$ cat config.mk
export PLATFORM = sky130hd
export DESIGN_NAME = pc_fetch_sequencer_flat
export DESIGN_NICKNAME = d
export VERILOG_FILES = /design/src/rtl/pc_fetch_sequencer_pkg.sv /design/src/rtl/pc_fetch_sequencer_if.sv /design/src/rtl/pc_fetch_sequencer_next_pc_sel.sv /design/src/rtl/pc_fetch_sequencer.sv /design/src/flat_wrapper.sv
export SDC_FILE = /design/constraint.sdc
export NUM_CORES = 1
export LEC_CHECK = 0
export BUFFER_PORTS_ARGS = -buffer_cell sky130_fd_sc_hd__clkbuf_2
export CORE_MARGIN = 2
export CORE_UTILIZATION = 45
export DETAILED_ROUTE_END_ITERATION = 6
export PLACE_DENSITY = 0.85
export SLEW_MARGIN = 20
export SYNTH_ARGS = -nofsm -noshare
export SYNTH_HDL_FRONTEND = slang
export SYNTH_SLANG_ARGS = --single-unit
$ cat constraint.sdc
create_clock -name clk -period 3.8 [get_ports clk]
set_input_delay 0.38 -clock clk [delete_from_list [all_inputs] [get_ports clk]]
set_output_delay 0.38 -clock clk [all_outputs]
set_load 0.005 [all_outputs]
$ cat src/rtl/pc_fetch_sequencer_pkg.sv
// Shared types and constants for the fetch-stage PC sequencer.
// Imported by the interface, the next-PC selector and the sequencer top.
package pc_seq_pkg;

  typedef enum logic [1:0] {
    BOOT   = 2'd0,
    FETCH  = 2'd1,
    WAIT   = 2'd2,
    HALTED = 2'd3
  } state_e;

  localparam int unsigned INSTR_BYTES = 4;

  // Low address bits that must be zero in a word-aligned fetch address.
  localparam int unsigned ALIGN_MASK = INSTR_BYTES - 1;

  localparam logic [31:0] DEF_RESET_VECTOR = 32'h0000_0000;
  localparam logic [31:0] DEF_EXC_VECTOR   = 32'h8000_0180;

endpackage

$ cat src/rtl/pc_fetch_sequencer_if.sv
// Instruction-memory request port plus the IF/ID delivery signals.
// valid/ready: a request is issued while imem_req=1 and completes on the cycle imem_ready=1; imem_addr holds until then.
interface pc_fetch_sequencer_if #(
  parameter int SIZE = 32
);
  logic            imem_req;
  logic [SIZE-1:0] imem_addr;
  logic            imem_ready;
  logic            fetch_valid;
  logic [SIZE-1:0] fetch_pc;
  logic [SIZE-1:0] fetch_pc_plus4;

  modport master (
    output imem_req, imem_addr, fetch_valid, fetch_pc, fetch_pc_plus4,
    input  imem_ready
  );

  modport slave (
    input  imem_req, imem_addr, fetch_valid, fetch_pc, fetch_pc_plus4,
    output imem_ready
  );
endinterface

$ cat src/rtl/pc_fetch_sequencer_next_pc_sel.sv
// Combinational redirect arbitration (exception > jump > branch) and
// sequential next-address computation.
module next_pc_sel
  import pc_seq_pkg::*;
#(
  parameter int              SIZE       = 32,
  parameter logic [SIZE-1:0] EXC_VECTOR = SIZE'(DEF_EXC_VECTOR)
) (
  input  logic [SIZE-1:0] pc,
  input  logic            exception,
  input  logic            jump,
  input  logic [SIZE-1:0] jump_target,
  input  logic            branch_taken,
  input  logic [SIZE-1:0] branch_target,
  output logic            redirect,
  output logic [SIZE-1:0] target,
  output logic [SIZE-1:0] pc_plus4
);
  logic [SIZE-1:0] raw_target;

  always_comb begin
    raw_target = '0;
    if (exception)         raw_target = EXC_VECTOR;
    else if (jump)         raw_target = jump_target;
    else if (branch_taken) raw_target = branch_target;
  end

  assign redirect = exception | jump | branch_taken;
  assign target   = raw_target & ~SIZE'(ALIGN_MASK);
  // Natural modulo-2^SIZE wrap of the adder gives 0xFFFFFFFC -> 0x0.
  assign pc_plus4 = pc + SIZE'(INSTR_BYTES);
endmodule

$ cat src/rtl/pc_fetch_sequencer.sv
// Fetch-stage PC owner: issues instruction-memory requests, applies redirects,
// honours stall/halt and squashes responses made stale by a redirect.
module pc_fetch_sequencer
  import pc_seq_pkg::*;
#(
  parameter int              SIZE         = 32,
  parameter logic [SIZE-1:0] RESET_VECTOR = SIZE'(DEF_RESET_VECTOR),
  parameter logic [SIZE-1:0] EXC_VECTOR   = SIZE'(DEF_EXC_VECTOR)
) (
  input  logic                  clk,
  input  logic                  rst,
  input  logic                  stall,
  input  logic                  halt,
  input  logic                  branch_taken,
  input  logic [SIZE-1:0]       branch_target,
  input  logic                  jump,
  input  logic [SIZE-1:0]       jump_target,
  input  logic                  exception,
  pc_fetch_sequencer_if.master  bus,
  output logic                  halted,
  output state_e                state_dbg
);
  state_e          state, state_nx;
  logic [SIZE-1:0] pc, pc_nx;
  logic [SIZE-1:0] req_addr, req_addr_nx;
  logic            squash, squash_nx;

  logic            redirect;
  logic [SIZE-1:0] target, pc_plus4;

  logic            req_c, fv_c, halted_c;
  logic [SIZE-1:0] addr_c, fpc_c;

  next_pc_sel #(.SIZE(SIZE), .EXC_VECTOR(EXC_VECTOR)) u_sel (
    .pc            (pc),
    .exception     (exception),
    .jump          (jump),
    .jump_target   (jump_target),
    .branch_taken  (branch_taken),
    .branch_target (branch_target),
    .redirect      (redirect),
    .target        (target),
    .pc_plus4      (pc_plus4)
  );

  always_ff @(posedge clk) begin
    if (rst) begin
      state    <= BOOT;
      pc       <= RESET_VECTOR;
      req_addr <= '0;
      squash   <= 1'b0;
    end else begin
      state    <= state_nx;
      pc       <= pc_nx;
      req_addr <= req_addr_nx;
      squash   <= squash_nx;
    end
  end

  always_comb begin
    state_nx    = state;
    pc_nx       = pc;
    req_addr_nx = req_addr;
    squash_nx   = squash;
    req_c       = 1'b0;
    addr_c      = '0;
    fv_c        = 1'b0;
    fpc_c       = '0;
    halted_c    = 1'b0;
    case (state)
      BOOT: state_nx = FETCH;
      FETCH: begin
        if (redirect) begin
          pc_nx = target;
        end else if (halt) begin
          state_nx = HALTED;
        end else if (!stall) begin
          req_c       = 1'b1;
          addr_c      = pc;
          req_addr_nx = pc;
          pc_nx       = pc_plus4;
          if (bus.imem_ready) begin
            fv_c  = 1'b1;
            fpc_c = pc;
          end else begin
            state_nx = WAIT;
          end
        end
      end
      WAIT: begin
        req_c  = 1'b1;
        addr_c = req_addr;
        if (redirect) pc_nx = target;
        // A redirect in the response cycle also kills the instruction.
        if (bus.imem_ready) begin
          fv_c      = !squash && !redirect;
          fpc_c     = req_addr;
          squash_nx = 1'b0;
          state_nx  = FETCH;
        end else if (redirect) begin
          squash_nx = 1'b1;
        end
      end
      HALTED: begin
        halted_c = 1'b1;
        if (exception) begin
          pc_nx    = EXC_VECTOR;
          state_nx = FETCH;
        end
      end
      default: state_nx = BOOT;
    endcase
  end

  // Outputs are forced idle for the whole cycle in which rst is sampled.
  assign bus.imem_req       = req_c & ~rst;
  assign bus.imem_addr      = rst ? '0 : addr_c;
  assign bus.fetch_valid    = fv_c & ~rst;
  assign bus.fetch_pc       = rst ? '0 : fpc_c;
  assign bus.fetch_pc_plus4 = bus.fetch_pc + SIZE'(INSTR_BYTES);
  assign halted             = halted_c & ~rst;
  assign state_dbg          = state;
endmodule
$ cat src/flat_wrapper.sv
// flat-port wrapper written by rule: the top's interface ports become plain ports
module pc_fetch_sequencer_flat import pc_seq_pkg::*;
#(
  parameter int              SIZE         = 32,
  parameter logic [SIZE-1:0] RESET_VECTOR = SIZE'(DEF_RESET_VECTOR),
  parameter logic [SIZE-1:0] EXC_VECTOR   = SIZE'(DEF_EXC_VECTOR)
)
  (clk, rst, stall, halt, branch_taken, branch_target, jump, jump_target, exception, halted, state_dbg, bus_imem_req, bus_imem_addr, bus_fetch_valid, bus_fetch_pc, bus_fetch_pc_plus4, bus_imem_ready);
  pc_fetch_sequencer_if #(.SIZE(SIZE)) bus_i ();
  input  logic clk;
  input  logic rst;
  input  logic stall;
  input  logic halt;
  input  logic branch_taken;
  input  logic [SIZE-1:0] branch_target;
  input  logic jump;
  input  logic [SIZE-1:0] jump_target;
  input  logic exception;
  output logic halted;
  output state_e state_dbg;
  output wire logic [$bits(bus_i.imem_req)-1:0] bus_imem_req;
  output wire logic [$bits(bus_i.imem_addr)-1:0] bus_imem_addr;
  output wire logic [$bits(bus_i.fetch_valid)-1:0] bus_fetch_valid;
  output wire logic [$bits(bus_i.fetch_pc)-1:0] bus_fetch_pc;
  output wire logic [$bits(bus_i.fetch_pc_plus4)-1:0] bus_fetch_pc_plus4;
  input wire logic [$bits(bus_i.imem_ready)-1:0] bus_imem_ready;
  assign bus_imem_req = bus_i.imem_req;
  assign bus_imem_addr = bus_i.imem_addr;
  assign bus_fetch_valid = bus_i.fetch_valid;
  assign bus_fetch_pc = bus_i.fetch_pc;
  assign bus_fetch_pc_plus4 = bus_i.fetch_pc_plus4;
  assign bus_i.imem_ready = bus_imem_ready;
  pc_fetch_sequencer #(.SIZE(SIZE), .RESET_VECTOR(RESET_VECTOR), .EXC_VECTOR(EXC_VECTOR)) u_core (.clk(clk), .rst(rst), .stall(stall), .halt(halt), .branch_taken(branch_taken), .branch_target(branch_target), .jump(jump), .jump_target(jump_target), .exception(exception), .bus(bus_i), .halted(halted), .state_dbg(state_dbg));
endmodule
# Word level (Yosys, flattened, before mapping)
# Index checks and enable logic that the tools add are counted.
# op_classes
n_addsub,2
n_eq_ne,11
n_mux,41
n_bitwise,9
n_reduce_logical,10
# ops
cell,n
$mux 32,18
$pmux 32 s2,2
$pmux 32 s3,1
$add 32x3->32 const B,2
$mux 2,6
$mux 1,11
$reduce_and 5->1,2
$pmux 2 s4,1
$ne 2x2->1 const B,3
$ne 3x2->1 const B,2
$ne 3x3->1 const B,2
$eq 2x2->1 const B,2
$not 1->1,4
$pmux 1 s2,2
$reduce_and 4->1,1
$and 1x1->1,3
$reduce_bool 3->1,1
$eq 2x1->1 const B,1
$logic_not 1->1,2
$logic_not 2->1,1
$ne 2x1->1 const B,1
$or 1x1->1,2
$reduce_and 2->1,1
$reduce_bool 2->1,1
$logic_and 1x1->1,1
# totals
register_bits,67
input_bits,72
out_inout_bits,101

# Depth between registers and ports, before layout
# depth
ltp_word,7
ltp_mapped,16

# Modules after synthesis
# A second synthesis with hierarchy kept.
# unflattened
cells_unflattened,748
area_unflattened_um2,5267.6
# by_module_without_submodules
mod,n_inst,cells_each,area_per_inst_um2
pc_fetch_sequencer,1,591,4251.6
next_pc_sel,1,157,1016.0

# Worst setup path after synthesis
# Ideal clock, no wire load.
# synth_path
kind,register -> output
start,"register u_core.state[0], in the netlist u_core.state_dbg[0]"
end,output port bus_fetch_pc_plus4[12]
arrival_time_ps,3856
required_time_ps,3420
slack_ps,-436
stages_incl_launch_ff,17
n_path_buf,5
cell_sequence,dfxtp_1 inv_1 ha_1 buf_2 buf_1 clkbuf_1 buf_1 buf_1 a22oi_1 or2_2 inv_1 ha_1 inv_1 nor3_1 nor4bb_1 nand3b_1 xnor2_1
# synth_via
elab_chain_len,4
elab_cells_between_ends,5
# synth_rtl
element,line,rtl
from (decl),pc_fetch_sequencer.sv:23,"state_e state, state_nx;"
from (signal assigned),pc_fetch_sequencer.sv:53,state <= state_nx;
$eq 2x2->1 / $eq 2x1->1 (equally long branches),pc_fetch_sequencer.sv:70,case (state)
$pmux 32 s2 *,pc_fetch_sequencer.sv:70,
$mux 32 *,pc_fetch_sequencer.sv:119,assign bus.fetch_pc = rst ? '0 : fpc_c;
via bus_fetch_pc[2],flat_wrapper.sv:24,output wire logic [$bits(bus_i.fetch_pc)-1:0] bus_fetch_pc;
$add 32x3->32 *,pc_fetch_sequencer.sv:120,assign bus.fetch_pc_plus4 = bus.fetch_pc + SIZE'(INSTR_BYTES);
to (decl),flat_wrapper.sv:25,output wire logic [$bits(bus_i.fetch_pc_plus4)-1:0] bus_fetch_pc_plus4;
# Mark *: on every way through the listed nets, which the timed path passes. The rest lies on a longest branch.

# Worst setup path in the final report
# layout_path
start,"register u_core.state[1], in the netlist u_core.state_dbg[1]"
end,output port bus_fetch_pc_plus4[31]
# layout_via
elab_chain_len,4
elab_cells_between_ends,5
# layout_rtl
element,line
$eq 2x2->1 / $eq 2x1->1 (equally long branches),pc_fetch_sequencer.sv:70
$pmux 32 s2 *,pc_fetch_sequencer.sv:70
$mux 32 *,pc_fetch_sequencer.sv:119
$add 32x3->32 *,pc_fetch_sequencer.sv:120
# Every way passes the cells marked *; elsewhere a longest branch is shown, timed or not.

==> impl_metrics.csv <==
group,metric,value,unit
synth,yosysWarnings,0,
finish,layout_common_cells,"clkbuf_2, nor2_1, nand2_1, a21oi_1, dfxtp_1",
sta,tightest_slew,0.734,ns
power,p_leak,0.00249,uW
detailed_routing,route.met3.wl,2.11,mm
clocking,clk_latency,0.34,ns
floorplan,die_x,111,um
setup_path,crit_path_end_kind,"output pin",
synth,async_flop_share,0,%
global_routing,overflow,0,
synth,synth.area.top_cells,"dfxtp_1, a21oi_1, a22oi_1",
setup_path,path_buf_inv,2,
global_routing,antenna_found_initial,0,
synth,synthDistinctLibCells,60,
sta,slew_viol_final,0,
clocking,clockBufferDepth,2,
clocking,clkSlewWorstSetupHoldPaths,0.05,ns
synth,syn_avg_cell_area,6.76,um2
detailed_routing,dr_wl_met2,7.89,mm
global_routing,first_global_vias,5688,
finish,final_common_cell,"clkbuf_2",
power,irDropWorstVdd,226,uV
synth,ys_ff_latch,63,
floorplan,core_area,11000,um2
sta,setup_violations,0,
detailed_routing,route.detailed.drc,0,
min_path,hp-class,"in2reg",
synth,syn_inst,757,
setup_path,regToRegStartpoint,"u_core.state_dbg[1]$_SDFFE_PP0P_",
detailed_routing,drtIter0Drc,772,
setup_path,crit_required,3.42,ns
clocking,clock-root-buffer,"clkbuf_16",
setup_path,cp_top_family,"simple AND/OR/NAND/NOR gates",
sta,timing.final.crit_share,96.6,%
detailed_routing,vias_per_cell,6.14,
floorplan,initial_utilization,46.6,%
detailed_routing,drt_first_pass_iters,6,
min_path,worstHoldEndpoint,"u_core.squash$_SDFFE_PP0P_",
setup_path,timing_worst_setup_path_type,"reg2out",
placement,port_buffers,162,
job,drv_cap,0,
min_path,holdCritStartpoint,"bus_imem_ready",
global_routing,grt_max_degree,67,
synth,yosys.area.top_type_share,24.6,%
power,fin_total_pwr,1940,uW
clocking,cts_sinks,63,
sta,rsz0062_at_grt,"no",
setup_path,worstReg2RegEnd,"u_core.pc[31]$_SDFFE_PP0P_",
clocking,numCtsBuffers,9,
floorplan,die_height,111,um
finish,nFillCells,1021,
placement,place_congestion,0.910,
setup_path,reg2reg_slack,0.61,ns
detailed_routing,dr_total_vias,6402,
setup_path,cp_max_fo,6,
status,status,"finished, final reports clean",
floorplan,pin_count,173,
clocking,htreeDepth,3,
floorplan,dieArea,12200,um2
sta,hold_viol,0,
sta,holdWs,0.368,ns
detailed_routing,wl_met1,7.43,mm
synth,yosys.area.top_type,"dfxtp_1",
synth,netlist_area,5120,um2
setup_path,crit_path_start_kind,"flip-flop",
detailed_routing,wl_per_cell,17.1,um
clocking,cts-hold-fix-buffers,0,
synth,dominantRegCellSynth,"dfxtp_1",
finish,drive_gt1_share,27.1,%
sta,fmax,272,MHz
finish,antenna_cells,0,
global_routing,grt_first_pass_wirelength,28.4,mm
setup_path,slowest_delay,0.55,ns
detailed_routing,drtAntennaViolNets,0,
detailed_routing,wirelength,17.8,mm
setup_path,path_cells,"inv_4 -> ha_4 -> or3b_4 -> or3_1 -> a2111o_1 -> or4b_1 -> nor4_2 -> xor2_1 -> clkbuf_2",
sta,skew,0.00984,ns
global_routing,grt_use_total,27.7,%
min_path,min_path_cells,2,
finish,final_nets,976,
power,p_per_area,298,nW/um2
setup_path,arrival,3.29,ns
sta,min_period,3.67,ns
sta,max_slew_margin,51.0,%
synth,synth_edf_count,0,
finish,area_growth_syn_to_layout,27.4,%
placement,dp_hpwl,12.8,mm
synth,synth-seq-area-share,24.6,%
clocking,cts_tree,"done",
detailed_routing,highest-signal-layer,"met4",
floorplan,num_rows,38,
setup_path,slowest_stage,"or4b_1",
setup_path,worstRegToRegCells,10,
-- through the flow --
stage               setup WS, ns  std cells  TNS (ns)  utilization (%)  instance area (um2)
floorplan                 0.0584        762         0                -                 5160
global placement           0.267       1023         0             55.5                 6100
detailed placement         0.199       1023         0             55.5                 6100
CTS                     -0.00366       1039  -0.00366             58.5                 6430
global route             0.00646       1043         0             59.4                 6520
finish                     0.128       1043         0             59.4                 6520
-- timing repair --
action / CTS / global route
pin swaps: 1 / 7
gates resized for setup: 3 / 18
setup buffers: 0 / 4
setup endpoints to repair: 8 / 17
-- cells by family (layout without fill, tap and decap cells) --
logic type	count (synthesis)	count (layout)	synth area share [%]
simple gates	332	332	31.5
compound gates	228	228	28.8
buf+inv	91	232	7.33
flops	63	63	24.6
xor+xnor	35	35	5.99
fa+ha+maj	6	6	1.47
other cells	1	6	0.0733
mux	1	1	0.220
-- final cells by class --
| type | count | area (um2) | share of cell area [%] |
|---|---|---|---|
| clock buffer | 11 | 243 | 3.72 |
| clock inverter | 5 | 81.3 | 1.25 |
| inverter | 14 | 55.1 | 0.844 |
| multi-input combinational | 608 | 3580 | 55.0 |
| sequential | 63 | 1270 | 19.5 |
| tap | 140 | 175 | 2.69 |
| timing repair buffer | 202 | 1110 | 17.1 |
-- cells in the mapped netlist, drive strengths merged (3+ instances only) --
library cell / count
nor2: 99
nand2: 93
a21oi: 78
dfxtp: 63
clkbuf: 55
a22oi: 51
o21ai: 33
nor3: 31
buf: 22
xnor2: 21
nand4: 19
nand3: 16
nor4: 15
inv: 14
xor2: 14
a32oi: 13
o22ai: 10
or3: 10
o32ai: 7
or2: 7
a211oi: 6
ha: 6
a31oi: 5
nand2b: 5
nor2b: 5
a311oi: 4
and2: 4
nand3b: 4
nand4b: 4
nor3b: 4
o31a: 4
and3: 3
and4: 3
o211ai: 3
-- metal layers --
layer | track usage, % | vias up
li1 | - | 3041
met1 | 37.8 | 2866
met2 | 43.4 | 453
met3 | 6.42 | 42
met4 | 8.50 | 0
met5 | 0 | -
-- sequential cells by signal (all words and copies together), names as in the netlist --
signal            flops
u_core.state_dbg      2
u_core.pc            30
u_core.req_addr      30
u_core.squash         1
-- power by group --
part / switching (uW) / internal, uW / total [uW]
clock network: 310 / 592 / 902
registers: 49.9 / 684 / 734
logic: 185 / 121 / 306
-- worst max-delay path by stage --
| stage | start | to | slack (ns) | cells past startpoint |
|---|---|---|---|---|
| 3_5_place_dp | u_core.state_dbg[0]$_SDFFE_PP0P_ | bus_fetch_pc_plus4[12] | 0.20 | 14 |
| 2_1_floorplan | u_core.state_dbg[0]$_SDFFE_PP0P_ | bus_fetch_pc_plus4[12] | 0.06 | 14 |
| 3_3_place_gp | u_core.state_dbg[0]$_SDFFE_PP0P_ | bus_fetch_pc_plus4[12] | 0.27 | 14 |
| 4_1_cts | u_core.state_dbg[1]$_SDFFE_PP0P_ | bus_fetch_pc_plus4[28] | -0.004 | 15 |
| 6_report | u_core.state_dbg[1]$_SDFFE_PP0P_ | bus_fetch_pc_plus4[31] | 0.13 | 9 |
| 5_1_grt | u_core.state_dbg[0]$_SDFFE_PP0P_ | bus_fetch_pc_plus4[31] | 0.006 | 9 |
No activity file was read; power rests on OpenSTA's default activity.
